## src/rtl/mc_ctrl_pkg.sv

```systemverilog
// mc_ctrl_pkg: shared types and encodings for the multi-cycle RV32I control FSM.
// Holds the state enum, the RV32I major opcodes, the datapath select encodings
// and a helper that maps an opcode onto the state that follows DECODE.
package mc_ctrl_pkg;

  // Controller states; the numeric values are visible on the debug state port.
  typedef enum logic [2:0] {
    ST_FETCH  = 3'd0,
    ST_DECODE = 3'd1,
    ST_EXEC   = 3'd2,
    ST_MEM    = 3'd3,
    ST_WB     = 3'd4,
    ST_BRANCH = 3'd5,
    ST_JUMP   = 3'd6,
    ST_TRAP   = 3'd7
  } state_e;

  // RV32I major opcodes (instr[6:0]).
  localparam logic [6:0] OPC_OP     = 7'b0110011;
  localparam logic [6:0] OPC_OP_IMM = 7'b0010011;
  localparam logic [6:0] OPC_LOAD   = 7'b0000011;
  localparam logic [6:0] OPC_STORE  = 7'b0100011;
  localparam logic [6:0] OPC_LUI    = 7'b0110111;
  localparam logic [6:0] OPC_AUIPC  = 7'b0010111;
  localparam logic [6:0] OPC_BRANCH = 7'b1100011;
  localparam logic [6:0] OPC_JAL    = 7'b1101111;
  localparam logic [6:0] OPC_JALR   = 7'b1100111;

  // ALU operation class.
  localparam logic [1:0] ALU_ADD   = 2'b00;
  localparam logic [1:0] ALU_BRCMP = 2'b01;
  localparam logic [1:0] ALU_FUNCT = 2'b10;

  // ALU operand A source.
  localparam logic [1:0] A_RS1   = 2'd0;
  localparam logic [1:0] A_PC    = 2'd1;
  localparam logic [1:0] A_OLDPC = 2'd2;
  localparam logic [1:0] A_ZERO  = 2'd3;

  // ALU operand B source.
  localparam logic [1:0] B_RS2  = 2'd0;
  localparam logic [1:0] B_IMM  = 2'd1;
  localparam logic [1:0] B_FOUR = 2'd2;

  // PC source.
  localparam logic [1:0] PC_ALU    = 2'd0;
  localparam logic [1:0] PC_ALUOUT = 2'd1;

  // Memory address source.
  localparam logic ADDR_PC     = 1'b0;
  localparam logic ADDR_ALUOUT = 1'b1;

  // Register file write-back source.
  localparam logic [1:0] WB_ALUOUT = 2'd0;
  localparam logic [1:0] WB_MDR    = 2'd1;
  localparam logic [1:0] WB_PC     = 2'd2;

  // Trap causes.
  localparam logic [1:0] TC_NONE    = 2'd0;
  localparam logic [1:0] TC_ILLEGAL = 2'd1;
  localparam logic [1:0] TC_TIMEOUT = 2'd2;

  // State entered after DECODE for a given opcode; unknown opcodes trap.
  function automatic state_e dispatch(input logic [6:0] opc);
    state_e nxt;
    case (opc)
      OPC_OP, OPC_OP_IMM, OPC_LOAD,
      OPC_STORE, OPC_LUI, OPC_AUIPC: nxt = ST_EXEC;
      OPC_BRANCH:                    nxt = ST_BRANCH;
      OPC_JAL, OPC_JALR:             nxt = ST_JUMP;
      default:                       nxt = ST_TRAP;
    endcase
    return nxt;
  endfunction

endpackage

```

## src/rtl/mc_mem_timer.sv

```systemverilog
// mc_mem_timer: counts cycles a memory request waits for ready.
// expired is high during the MEM_TIMEOUT-th consecutive wait cycle, so the
// controller traps at the end of that cycle; a ready in that same cycle is
// not a wait cycle and therefore wins over the timeout.
module mc_mem_timer #(
  parameter int MEM_TIMEOUT = 16,
  parameter int TO_W        = 5
) (
  input  logic clk,
  input  logic rst_n,
  input  logic clear,
  input  logic waiting,
  output logic expired
);

  localparam logic [TO_W-1:0] LAST_WAIT = TO_W'(MEM_TIMEOUT - 1);

  logic [TO_W-1:0] r_count;

  // Wait counter: cleared on entry to an access state, advances on each wait.
  always_ff @(posedge clk) begin
    // NOTE: state uses non-blocking assignment so every flop samples pre-edge values.
    if (!rst_n) begin
      r_count <= '0;
    end else if (clear) begin
      r_count <= '0;
    end else if (waiting) begin
      r_count <= r_count + 1'b1;
    end
  end

  assign expired = waiting && (r_count == LAST_WAIT);

endmodule

```

## src/rtl/mc_control_fsm.sv

```systemverilog
// mc_control_fsm: multi-cycle control FSM for the RV32I core.
// Sequences FETCH/DECODE/EXEC/MEM/WB (plus BRANCH, JUMP, TRAP) over a shared
// instruction/data memory with a req/ready handshake and drives the datapath
// mux selects and register enables for each state.
// Build option: define MC_CTRL_PERF_EN to add the perf_cycles/perf_retired
// counters (and the CNT_W parameter); without it neither exists.
module mc_control_fsm
  import mc_ctrl_pkg::*;
#(
  parameter int MEM_TIMEOUT = 16,
  parameter int TO_W        = 5
`ifdef MC_CTRL_PERF_EN
  ,
  parameter int CNT_W       = 32
`endif
) (
  input  logic             clk,
  input  logic             rst_n,
  input  logic [31:0]      instr,
  input  logic             mem_ready,
  input  logic             branch_taken,
  output logic             mem_req,
  output logic             mem_we,
  output logic             addr_sel,
  output logic             ir_write,
  output logic             pc_write,
  output logic [1:0]       pc_src,
  output logic [1:0]       alu_a_sel,
  output logic [1:0]       alu_b_sel,
  output logic [1:0]       alu_op,
  output logic             reg_write,
  output logic [1:0]       wb_sel,
  output logic             retire,
  output logic             trap,
  output logic [1:0]       trap_cause,
  output logic [2:0]       state
`ifdef MC_CTRL_PERF_EN
  ,
  output logic [CNT_W-1:0] perf_cycles,
  output logic [CNT_W-1:0] perf_retired
`endif
);

  state_e     r_state;
  state_e     w_state_eff;
  state_e     w_next;
  logic [1:0] r_trap_cause;
  logic [1:0] w_cause_set;
  logic [6:0] w_opc;
  logic       w_is_load;
  logic       w_is_store;
  logic       w_waiting;
  logic       w_clear;
  logic       w_expired;
  logic       w_unused_instr;

  assign w_opc      = instr[6:0];
  assign w_is_load  = (w_opc == OPC_LOAD);
  assign w_is_store = (w_opc == OPC_STORE);

  // Only the opcode field steers the controller; funct fields go to the ALU.
  assign w_unused_instr = ^instr[31:7];

  // While reset is asserted the outputs present FETCH, whatever the register holds.
  assign w_state_eff = rst_n ? r_state : ST_FETCH;

  // State register with synchronous reset into FETCH.
  always_ff @(posedge clk) begin
    if (!rst_n) begin
      r_state <= ST_FETCH;
    end else begin
      r_state <= w_next;
    end
  end

  // Trap cause latches on the transition into TRAP and holds until reset.
  always_ff @(posedge clk) begin
    if (!rst_n) begin
      r_trap_cause <= TC_NONE;
    end else if ((w_next == ST_TRAP) && (r_state != ST_TRAP)) begin
      r_trap_cause <= w_cause_set;
    end
  end

  // Next-state and per-state datapath controls.
  always_comb begin
    // NOTE: every output gets a default first so no path leaves one unassigned (no latches).
    w_next      = r_state;
    w_cause_set = TC_NONE;
    mem_req     = 1'b0;
    mem_we      = 1'b0;
    addr_sel    = ADDR_PC;
    ir_write    = 1'b0;
    pc_write    = 1'b0;
    pc_src      = PC_ALU;
    alu_a_sel   = A_RS1;
    alu_b_sel   = B_RS2;
    alu_op      = ALU_ADD;
    reg_write   = 1'b0;
    wb_sel      = WB_ALUOUT;
    retire      = 1'b0;

    case (w_state_eff)
      ST_FETCH: begin
        // Request is suppressed during reset; the PC+4 path is still presented.
        mem_req   = rst_n;
        addr_sel  = ADDR_PC;
        alu_a_sel = A_PC;
        alu_b_sel = B_FOUR;
        alu_op    = ALU_ADD;
        if (mem_ready && rst_n) begin
          ir_write = 1'b1;
          pc_write = 1'b1;
          pc_src   = PC_ALU;
          w_next   = ST_DECODE;
        end else if (w_expired) begin
          w_next      = ST_TRAP;
          w_cause_set = TC_TIMEOUT;
        end
      end

      ST_DECODE: begin
        // oldPC + imm lands in ALUOut as the branch/JAL target.
        alu_a_sel = A_OLDPC;
        alu_b_sel = B_IMM;
        w_next    = dispatch(w_opc);
        if (w_next == ST_TRAP) begin
          w_cause_set = TC_ILLEGAL;
        end
      end

      ST_EXEC: begin
        case (w_opc)
          OPC_OP: begin
            alu_a_sel = A_RS1;
            alu_b_sel = B_RS2;
            alu_op    = ALU_FUNCT;
          end
          OPC_OP_IMM: begin
            alu_a_sel = A_RS1;
            alu_b_sel = B_IMM;
            alu_op    = ALU_FUNCT;
          end
          OPC_LOAD, OPC_STORE: begin
            alu_a_sel = A_RS1;
            alu_b_sel = B_IMM;
            alu_op    = ALU_ADD;
          end
          OPC_LUI: begin
            alu_a_sel = A_ZERO;
            alu_b_sel = B_IMM;
          end
          OPC_AUIPC: begin
            alu_a_sel = A_OLDPC;
            alu_b_sel = B_IMM;
          end
          default: begin
          end
        endcase
        w_next = (w_is_load || w_is_store) ? ST_MEM : ST_WB;
      end

      ST_MEM: begin
        mem_req  = 1'b1;
        addr_sel = ADDR_ALUOUT;
        mem_we   = w_is_store;
        if (mem_ready) begin
          if (w_is_store) begin
            retire = 1'b1;
            w_next = ST_FETCH;
          end else begin
            w_next = ST_WB;
          end
        end else if (w_expired) begin
          w_next      = ST_TRAP;
          w_cause_set = TC_TIMEOUT;
        end
      end

      ST_WB: begin
        reg_write = 1'b1;
        wb_sel    = w_is_load ? WB_MDR : WB_ALUOUT;
        retire    = 1'b1;
        w_next    = ST_FETCH;
      end

      ST_BRANCH: begin
        alu_a_sel = A_RS1;
        alu_b_sel = B_RS2;
        alu_op    = ALU_BRCMP;
        if (branch_taken) begin
          pc_write = 1'b1;
          pc_src   = PC_ALUOUT;
        end
        retire = 1'b1;
        w_next = ST_FETCH;
      end

      ST_JUMP: begin
        reg_write = 1'b1;
        wb_sel    = WB_PC;
        pc_write  = 1'b1;
        if (w_opc == OPC_JALR) begin
          // rs1 + imm computed now; the datapath clears bit 0 of the target.
          alu_a_sel = A_RS1;
          alu_b_sel = B_IMM;
          pc_src    = PC_ALU;
        end else begin
          pc_src    = PC_ALUOUT;
        end
        retire = 1'b1;
        w_next = ST_FETCH;
      end

      ST_TRAP: begin
        w_next = ST_TRAP;
      end

      default: begin
        w_next = ST_FETCH;
      end
    endcase
  end

  // A wait is a cycle with an outstanding request and no ready.
  assign w_waiting = mem_req && !mem_ready;
  assign w_clear   = (w_next != r_state) &&
                     ((w_next == ST_FETCH) || (w_next == ST_MEM));

  mc_mem_timer #(
    .MEM_TIMEOUT (MEM_TIMEOUT),
    .TO_W        (TO_W)
  ) u_mem_timer (
    .clk     (clk),
    .rst_n   (rst_n),
    .clear   (w_clear),
    .waiting (w_waiting),
    .expired (w_expired)
  );

  assign state      = r_state;
  assign trap       = (w_state_eff == ST_TRAP);
  assign trap_cause = r_trap_cause;

`ifdef MC_CTRL_PERF_EN
  logic [CNT_W-1:0] r_perf_cycles;
  logic [CNT_W-1:0] r_perf_retired;

  // Free-running cycle and retire counters; both wrap naturally.
  always_ff @(posedge clk) begin
    if (!rst_n) begin
      r_perf_cycles  <= '0;
      r_perf_retired <= '0;
    end else begin
      if (r_state != ST_TRAP) begin
        r_perf_cycles <= r_perf_cycles + 1'b1;
      end
      if (retire) begin
        r_perf_retired <= r_perf_retired + 1'b1;
      end
    end
  end

  assign perf_cycles  = r_perf_cycles;
  assign perf_retired = r_perf_retired;
`endif

endmodule

```

## config.mk

```make
export PLATFORM = sky130hd
export DESIGN_NAME = mc_control_fsm
export DESIGN_NICKNAME = d
export VERILOG_FILES = /design/src/rtl/mc_ctrl_pkg.sv /design/src/rtl/mc_mem_timer.sv /design/src/rtl/mc_control_fsm.sv
export SDC_FILE = /design/constraint.sdc
export NUM_CORES = 1
export LEC_CHECK = 0
export CORE_ASPECT_RATIO = 0.75
export CORE_MARGIN = 2
export CORE_UTILIZATION = 33
export DETAILED_ROUTE_END_ITERATION = 8
export PLACE_DENSITY = 0.76
export RECOVER_POWER = 50
export SYNTH_ARGS = -nofsm -noshare
export SYNTH_HDL_FRONTEND = slang
export SYNTH_SLANG_ARGS = --single-unit
```

## constraint.sdc

```tcl
create_clock -name clk -period 2.2 [get_ports clk]
set_clock_uncertainty 0.1 [all_clocks]
set_input_delay 0.44 -clock clk [delete_from_list [all_inputs] [get_ports clk]]
set_output_delay 0.44 -clock clk [all_outputs]
set_load 0.05 [all_outputs]
```

==> run metrics <==
status complete, but fails checks; failing checks negative setup slack; # setup viols final 11; Initial Util 35.6%; FF+latch count, synth 10; part of the cycle the worst path needs 108%; Sink Count 10; drt pass-1 iters 5; CTS Hold Bufs 0; dpl cells 219; vias in the first global route 1,425; antenna violations before repair 0; Worst Tran Pin Value 0.602 ns; flop-to-flop setup slack -0.18 ns; post-synth top area share 20.9%; Async SR Flop Fraction 0%; gr ovfl total 0; worst-path cell chain ha_4 > and3_4 > ha_4 > nor3b_4 > nand3_1 > o2111ai_4 > and3_4 > nor4_4 > buf_4 > nor2_1; crit-path max FO 5; crit path launch type flop; vias 1,478; RSZ-0062 raised after global routing true; WS Path Type reg -> reg; Final ANT Viol Nets 0; Leak Pwr 0.000905 uW; worst setup margin -0.184 ns; Netlist Area Pre-Place 956 um^2; GRT Total Usage 29.5%; Max clock buf depth 2; # port buffers 32; Max-slew headroom 60.0%; n_diodes 0; Die Height 50.6 um; DRC viols 0; Post-synth EDFFs 0; WHS 0.394 ns; Final Instance Count excl. Fillers 240; Worst VDD drop 0.000412 V; fmax 419 MHz; Final Power 896 uW; synth warn 0; Util after Layout 81.9%; crit path capture u_mem_timer.r_count[3]$_SDFFE_PP0P_; Seq/Total Area, Yosys 20.9%; largest net degree at the start of global routing 17; most used flip-flop cell after synthesis dfxtp_1; Worst setup startpoint u_mem_timer.r_count[1]$_SDFFE_PP0P_; GPL Wtd Cong 0.838; final wirelength 5380 um; post-layout net count 243; Tmin final 2.38 ns; maximum level of the CTS H-tree 1; Gate Count Post-Synth 122; Core ar. 0.00268 mm^2; Crit. End Element flop; share of layout cells above drive strength 1 64.2%; Via density 6.16; clk_lat worst skew 0.23 ns; drt first-iter violations 173; site row count 16; worst-case reg-to-reg path depth 10; Synth area leaders dfxtp_1 21%, nor2_1 7.1%, nor2b_1 3.9%; dpl hpwl 2960 um; Worst path slowest cell dfxtp_2; fin. max-slew vios 0; # Max-Cap Violations 0; CTS tree yes; Die Footprint 0.00335 mm^2; Die Wd 66.1 um; Hold Fails Final Rpt 0; r2r startpoint u_mem_timer.r_count[1]$_SDFFE_PP0P_; Worst Path Required 2.23 ns; Synth cell types 55; area of the multi-input gates 976 um^2; Synth area leader dfxtp_1; PD cells 408 mW/mm^2; FF+latch area 214 um^2; first-pass GRT wire length 7220 um; Mapped Avg Cell Area 7.84 um^2; CP arrival 2.41 ns; RR Endpoint u_mem_timer.r_count[3]$_SDFFE_PP0P_; per-cell routed wire length 22.4 um; Hold Crit Class reg -> reg; I/O Pins 59; Fillers 149; clock transition at the registers of the reported paths 0.05 ns; CTS Buf Count 3; syn_nets 160; synthesis-to-layout area growth 130%; CTS Root Buffer Type clkbuf_8; Worst path max stage delay 0.33 ns
## worst max-delay path, delay by kind of cell, from the launching register on
kind / cells / cell delay (ns)
adders and majority gates: 2 / 0.34
and+or+nand+nor: 6 / 1.11
AOI/OAI and AO/OA: 1 / 0.19
buffers and inverters: 1 / 0.19
DFF: 1 / 0.33
## timing repair
action	in CTS	in global routing
buffers inserted	9	9
endpoints found under the setup margin	21	16
pin swaps	15	17
resized for setup	54	23
## area by class of cell
type	instances	share of cell area, %
Multi-Input combinational cell	97	44.4
Timing Repair Buffer	86	40.0
Sequential cell	10	9.74
Clock buffer	4	2.51
Tap cell	36	2.05
Inverter	7	1.31
## through the flow
stage	instance area [um^2]	worst slack (ns)	setup TNS, ns
2_1_floorplan	1090	-0.135	-0.197
3_3_place_gp	1800	-0.500	-4.78
3_5_place_dp	1800	-0.492	-5.50
4_1_cts	2030	-0.0759	-0.380
5_1_grt	2200	-0.236	-1.74
6_report	2200	-0.184	-1.15
## registers in the layout, summed over array words and instances, names as in the netlist
| signal | cells |
|---|---|
| u_mem_timer.r_count | 5 |
| state | 3 |
| trap_cause | 2 |
## how the worst min path moves through the flow
stage	startpoint	to	slack (ns)	cells after the start
6_report	trap_cause[0]$_SDFFE_PN0P_	trap_cause[0]$_SDFFE_PN0P_	0.39	2
5_1_grt	trap_cause[0]$_SDFFE_PN0P_	trap_cause[0]$_SDFFE_PN0P_	0.41	2
4_1_cts	trap_cause[0]$_SDFFE_PN0P_	trap_cause[0]$_SDFFE_PN0P_	0.37	2
3_5_place_dp	trap_cause[0]$_SDFFE_PN0P_	trap_cause[0]$_SDFFE_PN0P_	0.36	2
3_3_place_gp	trap_cause[0]$_SDFFE_PN0P_	trap_cause[0]$_SDFFE_PN0P_	0.36	2
2_1_floorplan	u_mem_timer.r_count[3]$_SDFFE_PP0P_	u_mem_timer.r_count[3]$_SDFFE_PP0P_	0.39	2
## cell usage after synthesis, drive strengths merged (3+ instances only)
cell type	count
nor2	19
dfxtp	10
inv	7
nand2	6
nor2b	6
buf	5
a21oi	4
and3	4
o21ai	4
clkbuf	3
nand3	3
nand4bb	3
or3	3
## report_power, final
group	internal, uW	switching (uW)	total [uW]	leakage (uW)
clock network	157	72.5	230	0.0000288
logic	215	238	453	0.000792
registers	193	20.4	213	0.0000843
total	566	331	896	0.000905
## logic make-up after synthesis
| family | count (synthesis) | share of synthesized area, % |
|---|---|---|
| buf+inv | 15 | 7.85 |
| simple gates | 62 | 41.0 |
| mux | 1 | 1.05 |
| flops | 10 | 20.9 |
| fa+ha+maj | 2 | 2.62 |
| compound gates | 28 | 23.4 |
| other cells | 1 | 0.392 |
| xor+xnor | 3 | 2.75 |
## metal layers
metal | share of wire, % | track usage, %
met1 | 38 | 33.5
met2 | 47 | 50.8
met3 | 8.7 | 7.40
met4 | 6.5 | 15.3
met5 | 0 | 0
## layout by cell type (no fill, tap or decap), drive strengths merged, types with 3 or more instances in the layout
master         netlist  routed
and3                 4       4
a21oi                4       4
nand3                3       3
buf                  5      76
nor2b                6       6
o21ai                4       4
clkdlybuf4s50        0       4
or3                  3       3
nor2                19      19
nand2                6       6
clkbuf               3       6
dfxtp               10      10
inv                  7       7
nand4bb              3       3
Power figures use the tool's default switching activity.
